**config.mk**
```make
export PLATFORM = sky130hd
export DESIGN_NAME = product_accumulator
export DESIGN_NICKNAME = d
export VERILOG_FILES = /design/src/rtl/arith_pkg.sv /design/src/rtl/sat_add.sv /design/src/rtl/product_accumulator.sv
export SDC_FILE = /design/constraint.sdc
export NUM_CORES = 1
export LEC_CHECK = 0
export CAP_MARGIN = 10
export CORE_ASPECT_RATIO = 1.75
export CORE_MARGIN = 5
export CORE_UTILIZATION = 59
export DETAILED_ROUTE_END_ITERATION = 16
export DONT_BUFFER_PORTS = 1
export GPL_ROUTABILITY_DRIVEN = 1
export PLACE_DENSITY = 0.75
export SYNTH_ARGS = -nofsm -noshare
export SYNTH_HDL_FRONTEND = slang
export SYNTH_SLANG_ARGS = --single-unit
```
**constraint.sdc**
```tcl
create_clock -name clk -period 8.4 [get_ports clk]
set_input_delay 2.1 -clock clk [delete_from_list [all_inputs] [get_ports clk]]
set_output_delay 2.1 -clock clk [all_outputs]
set_load 0.005 [all_outputs]
```
**src/rtl/arith_pkg.sv**
```systemverilog
// rtl/arith_pkg.sv - shared constants and state encoding for the product accumulator
package arith_pkg;

  localparam int PROD_W_DEF  = 8;
  localparam int ACC_W_DEF   = 16;
  localparam int MAX_LEN_DEF = 16;

  typedef enum logic [1:0] {
    ST_IDLE  = 2'd0,
    ST_ACCUM = 2'd1,
    ST_HOLD  = 2'd2
  } acc_state_e;

  // Sign-extend a PROD_W-bit value into an ACC_W-bit field.
  function automatic logic [63:0] sext64(input logic [63:0] v, input int w);
    logic [63:0] r;
    r = v;
    for (int i = 0; i < 64; i++) begin
      if (i >= w) r[i] = v[w-1];
    end
    return r;
  endfunction

endpackage

```
**src/rtl/sat_add.sv**
```systemverilog
// rtl/sat_add.sv - combinational signed saturating adder
module sat_add #(
  parameter int W = 16
) (
  input  logic [W-1:0] a,
  input  logic [W-1:0] b,
  output logic [W-1:0] sum,
  output logic         clipped
);

  logic [W:0] wide;

  // Add with one guard bit; a disagreement between the top two bits means overflow.
  always_comb begin
    wide    = {a[W-1], a} + {b[W-1], b};
    clipped = (wide[W] != wide[W-1]);
    if (!clipped) begin
      sum = wide[W-1:0];
    end else if (wide[W]) begin
      sum = {1'b1, {(W-1){1'b0}}};
    end else begin
      sum = {1'b0, {(W-1){1'b1}}};
    end
  end

endmodule

```
**src/rtl/product_accumulator.sv**
```systemverilog
// rtl/product_accumulator.sv - packetised saturating accumulator of signed products
module product_accumulator
  import arith_pkg::*;
#(
  parameter int PROD_W  = PROD_W_DEF,
  parameter int ACC_W   = ACC_W_DEF,
  parameter int MAX_LEN = MAX_LEN_DEF,
  localparam int CNT_W  = $clog2(MAX_LEN + 1)
) (
  input  logic              clk,
  input  logic              rst,
  input  logic              in_valid,
  output logic              in_ready,
  input  logic [PROD_W-1:0] in_prod,
  input  logic              in_last,
  output logic              out_valid,
  input  logic              out_ready,
  output logic [ACC_W-1:0]  out_sum,
  output logic [CNT_W-1:0]  out_count,
  output logic              out_sat
);

  acc_state_e       state_q, state_d;
  logic [ACC_W-1:0] acc_q, acc_d;
  logic [CNT_W-1:0] count_q, count_d;
  logic             sat_q, sat_d;
  logic             in_ready_q, in_ready_d;
  logic             out_valid_q, out_valid_d;

  logic [ACC_W-1:0] prod_ext;
  logic [ACC_W-1:0] add_sum;
  logic             add_clip;
  logic             accept;
  logic             terminate;

  assign prod_ext = {{(ACC_W-PROD_W){in_prod[PROD_W-1]}}, in_prod};
  assign accept   = in_valid && in_ready_q;

  sat_add #(.W(ACC_W)) u_sat_add (
    .a       (acc_q),
    .b       (prod_ext),
    .sum     (add_sum),
    .clipped (add_clip)
  );

  // Next-state: load on first beat, saturate-accumulate afterwards, hold until drained.
  always_comb begin
    state_d   = state_q;
    acc_d     = acc_q;
    count_d   = count_q;
    sat_d     = sat_q;
    terminate = 1'b0;
    case (state_q)
      ST_IDLE: begin
        if (accept) begin
          acc_d     = prod_ext;
          count_d   = CNT_W'(1);
          sat_d     = 1'b0;
          terminate = in_last || (CNT_W'(1) == CNT_W'(MAX_LEN));
          state_d   = terminate ? ST_HOLD : ST_ACCUM;
        end
      end
      ST_ACCUM: begin
        if (accept) begin
          acc_d     = add_sum;
          count_d   = count_q + CNT_W'(1);
          sat_d     = sat_q | add_clip;
          terminate = in_last || (count_d == CNT_W'(MAX_LEN));
          state_d   = terminate ? ST_HOLD : ST_ACCUM;
        end
      end
      ST_HOLD: begin
        if (out_ready) state_d = ST_IDLE;
      end
      default: state_d = ST_IDLE;
    endcase
    in_ready_d  = (state_d != ST_HOLD);
    out_valid_d = (state_d == ST_HOLD);
  end

  // State and registered handshake outputs; reset discards any partial or pending result.
  always_ff @(posedge clk) begin
    if (rst) begin
      state_q     <= ST_IDLE;
      acc_q       <= '0;
      count_q     <= '0;
      sat_q       <= 1'b0;
      in_ready_q  <= 1'b1;
      out_valid_q <= 1'b0;
    end else begin
      state_q     <= state_d;
      acc_q       <= acc_d;
      count_q     <= count_d;
      sat_q       <= sat_d;
      in_ready_q  <= in_ready_d;
      out_valid_q <= out_valid_d;
    end
  end

  assign in_ready  = in_ready_q;
  assign out_valid = out_valid_q;
  assign out_sum   = acc_q;
  assign out_count = count_q;
  assign out_sat   = sat_q;

endmodule

```
==> results.cfg <==
[worst_setup_path]
path_depth = 10
start_kind = input pin
setup.worst_path.class = in2reg
cp.required_ns = 8.63
reg2reg_slack_ns = 5.33
critPathLaunch = in_prod[0]
worstPathArrival_ns = 4.69
r2r_start = out_sum[0]
cp_cell_sequence = ha_1, inv_1, fa_1, nand2b_1, a211oi_1, nor3_2, nor3b_1, o211ai_1, a32oi_1, a22o_1
crit_fanout = 11
rr_worst_depth = 10
cp_slowest_cell = o211ai_1
path_buf_inv = 1
max_stage_delay_ns = 0.41
cpLargestDelayFamily = compound AO/OA/AOI/OAI gates
endpoint = out_sum[1]
worstSetupEndpointType = flop
regToRegEndpoint = out_sum[1]

[placement]
gp_congestion = 0.8881
place_area_sq_um = 2190
place_inst = 315
port_buffers = 0
hpwlAfterDp_um = 4608

[global_route]
grt_max_degree = 26
grt_use_total_pct = 23.46
grt_pass1_vias = 2183
grt_pass1_wl_um = 9735
grt_overflow = 0
antenna_found_initial = 0

[detailed_routing]
dr.first_iter.drc_count = 82
wl_per_cell_um = 18.40
vias = 2096
drcViolationCount = 0
routed_wl_um = 5869
firstDrtPassIters = 4
ant_nets = 0
via_per_inst = 6.571

[hold_path]
hp-class = reg2reg

[synthesis]
ys_seq_area_share_pct = 23.94
ys_types = 50
syn-cell-area_sq_um = 2175
synth.net_count = 310
ys.flop_type = dfxtp_1
synth-async-reset-ratio_pct = 0
synth_cells = 279
yosysWarnings = 0
ys_ff_latch = 26
synth_edf_count = 0
syn_area_per_cell_sq_um = 7.794

[cts]
cts_tree = yes
root_buffer = clkbuf_8
cts_num_sinks = 26
h-tree-depth = 1
post_cts_buffers = 0
hold_buffers = 0
cts_made_buffers = 3
post_cts_resized = 0
clkTransAtPathRegs_ns = 0.10
clockBufferDepth = 2
clock_latency_ns = 0.28

[power_and_ir_drop]
ir_worst_vdd_uv = 130.9
p_leak_nw = 0.8847
p_total_mw = 0.4099
power_density_nw_per_um2 = 181.3

[finish]
drive_gt1_share_pct = 6.593
design_area_sq_um = 2261
fillerInstances = 334
multi_input_area_sq_um = 1582
antennaDiodeCount = 0
seqCellArea_sq_um = 520.5
final_cells = 319
final_cell_mix = nor2_1, a21oi_1, dfxtp_1
area_growth_syn_to_layout_pct = 3.970
nets = 305

[die]
num_rows = 29
initial_core_util_pct = 60.54
ios = 37
die_h_um = 90.31
die_x_um = 55.89
die-area_sq_um = 5047
core_area_sq_um = 3592

[timing]
tightestPinTransition_ns = 0.8651
fmax_mhz = 224.2
setup_viol = 0
hold_viol = 0
tns_ns = 0
rsz0062_at_grt = no
finalWorstPathRequiredPeriod_ns = 4.461
fin_worst_skew_ns = 0.003691
maxSlewViolCount = 0
relSlewSlack_pct = 42.08
finalCritPeriodShare_pct = 53.11

[job]
maxCapViolCount = 0

[run_status]
status = complete, no violations
sequential cells by signal, summed over array words and instances, names as in the netlist:
name / flops
out_sum: 16
out_count: 5
state_q: 2
in_ready: 1
out_sat: 1
out_valid: 1
cells by family (layout without fill, tap and decap cells):
group / after synthesis / count (layout) / synth area share (%)
buf+inv: 18 / 12 / 3.337
compound gates: 116 / 116 / 37.00
simple gates: 87 / 87 / 19.39
fa+ha+maj: 18 / 18 / 10.70
xor+xnor: 14 / 14 / 5.639
flops: 26 / 26 / 23.94
through the flow:
| step | setup slack [ns] | hold WS, ns | utilization (%) |
|---|---|---|---|
| final | 3.939 | 0.4836 | 62.94 |
| after global routing | 3.736 | 0.5357 | 62.94 |
| after CTS | 3.927 | 0.4917 | 62.94 |
| after detailed placement | 3.664 | 0.4775 | 60.95 |
| after global placement | 3.802 | 0.4776 | 60.95 |
| after floorplan | 4.137 | 0.4426 | - |
Yosys cell counts (2+ instances only):
cell type / n / share of area, %
xor2_1: 8 / 3.2
a21o_1: 12 / 4.1
inv_1: 8 / 1.4
nand3b_1: 2 / 0.69
a22o_1: 3 / 1.2
nor3b_1: 2 / 0.69
or2_2: 4 / 1.2
a211oi_1: 4 / 1.4
o21a_1: 4 / 1.4
ha_1: 17 / 9.8
nand4_1: 2 / 0.58
a21boi_0: 2 / 0.69
or3_1: 2 / 0.58
a211o_1: 4 / 1.6
o31ai_1: 2 / 0.69
nor3_1: 8 / 1.8
a21oi_2: 2 / 0.81
nand3_1: 7 / 1.6
o21ai_0: 17 / 3.9
clkbuf_1: 7 / 1.2
o31a_1: 2 / 0.81
a31oi_1: 14 / 4.0
nor2b_1: 4 / 1.2
nand2_1: 16 / 2.8
and3_1: 2 / 0.58
nand2b_1: 4 / 1.2
a21oi_1: 31 / 7.1
xnor2_1: 6 / 2.4
dfxtp_1: 26 / 24
o211ai_1: 6 / 2.1
nor2_1: 31 / 5.4
a2111o_1: 2 / 1.0
final cells by class:
cell class,instances,share of cell area [%]
multi-input cells,235,69.95
flip-flops and latches,26,23.02
well taps,46,2.546
clock buffers,3,1.826
clock inverters,1,1.328
inverters,8,1.328
where the power goes:
part	switching, mW	internal (mW)	total [mW]	leakage, nW
sequential	0.0134	0.134	0.147	0.213
combinational	0.0943	0.0604	0.155	0.636
clock	0.0440	0.0639	0.108	0.0357
total	0.152	0.258	0.410	0.885
worst min-delay path by stage:
stage	start	endpoint	slack [ns]	depth (start not counted)
2_1_floorplan	out_sat	out_sat	0.44	2
3_3_place_gp	out_sat	out_sat	0.48	2
3_5_place_dp	out_sat	out_sat	0.48	2
4_1_cts	out_sat	out_sat	0.49	2
5_1_grt	out_sat	out_sat	0.54	2
6_report	out_sat	out_sat	0.48	2
layer usage:
layer | global-route usage (%) | vias to the layer above | wire, um
li1 | - | 1034 | -
met5 | 0 | - | 0
met1 | 23.57 | 976 | 2191
met3 | 4.578 | 25 | 286
met4 | 12.08 | 0 | 238
met2 | 44.17 | 61 | 3153
worst min-delay path, delay by kind of cell (launching register included):
| family | cells | cell delay, ns |
|---|---|---|
| flops | 1 | 0.34 |
| compound gates | 1 | 0.05 |
| simple gates | 1 | 0.06 |
Note: power is estimated with default switching activity, not from simulation.
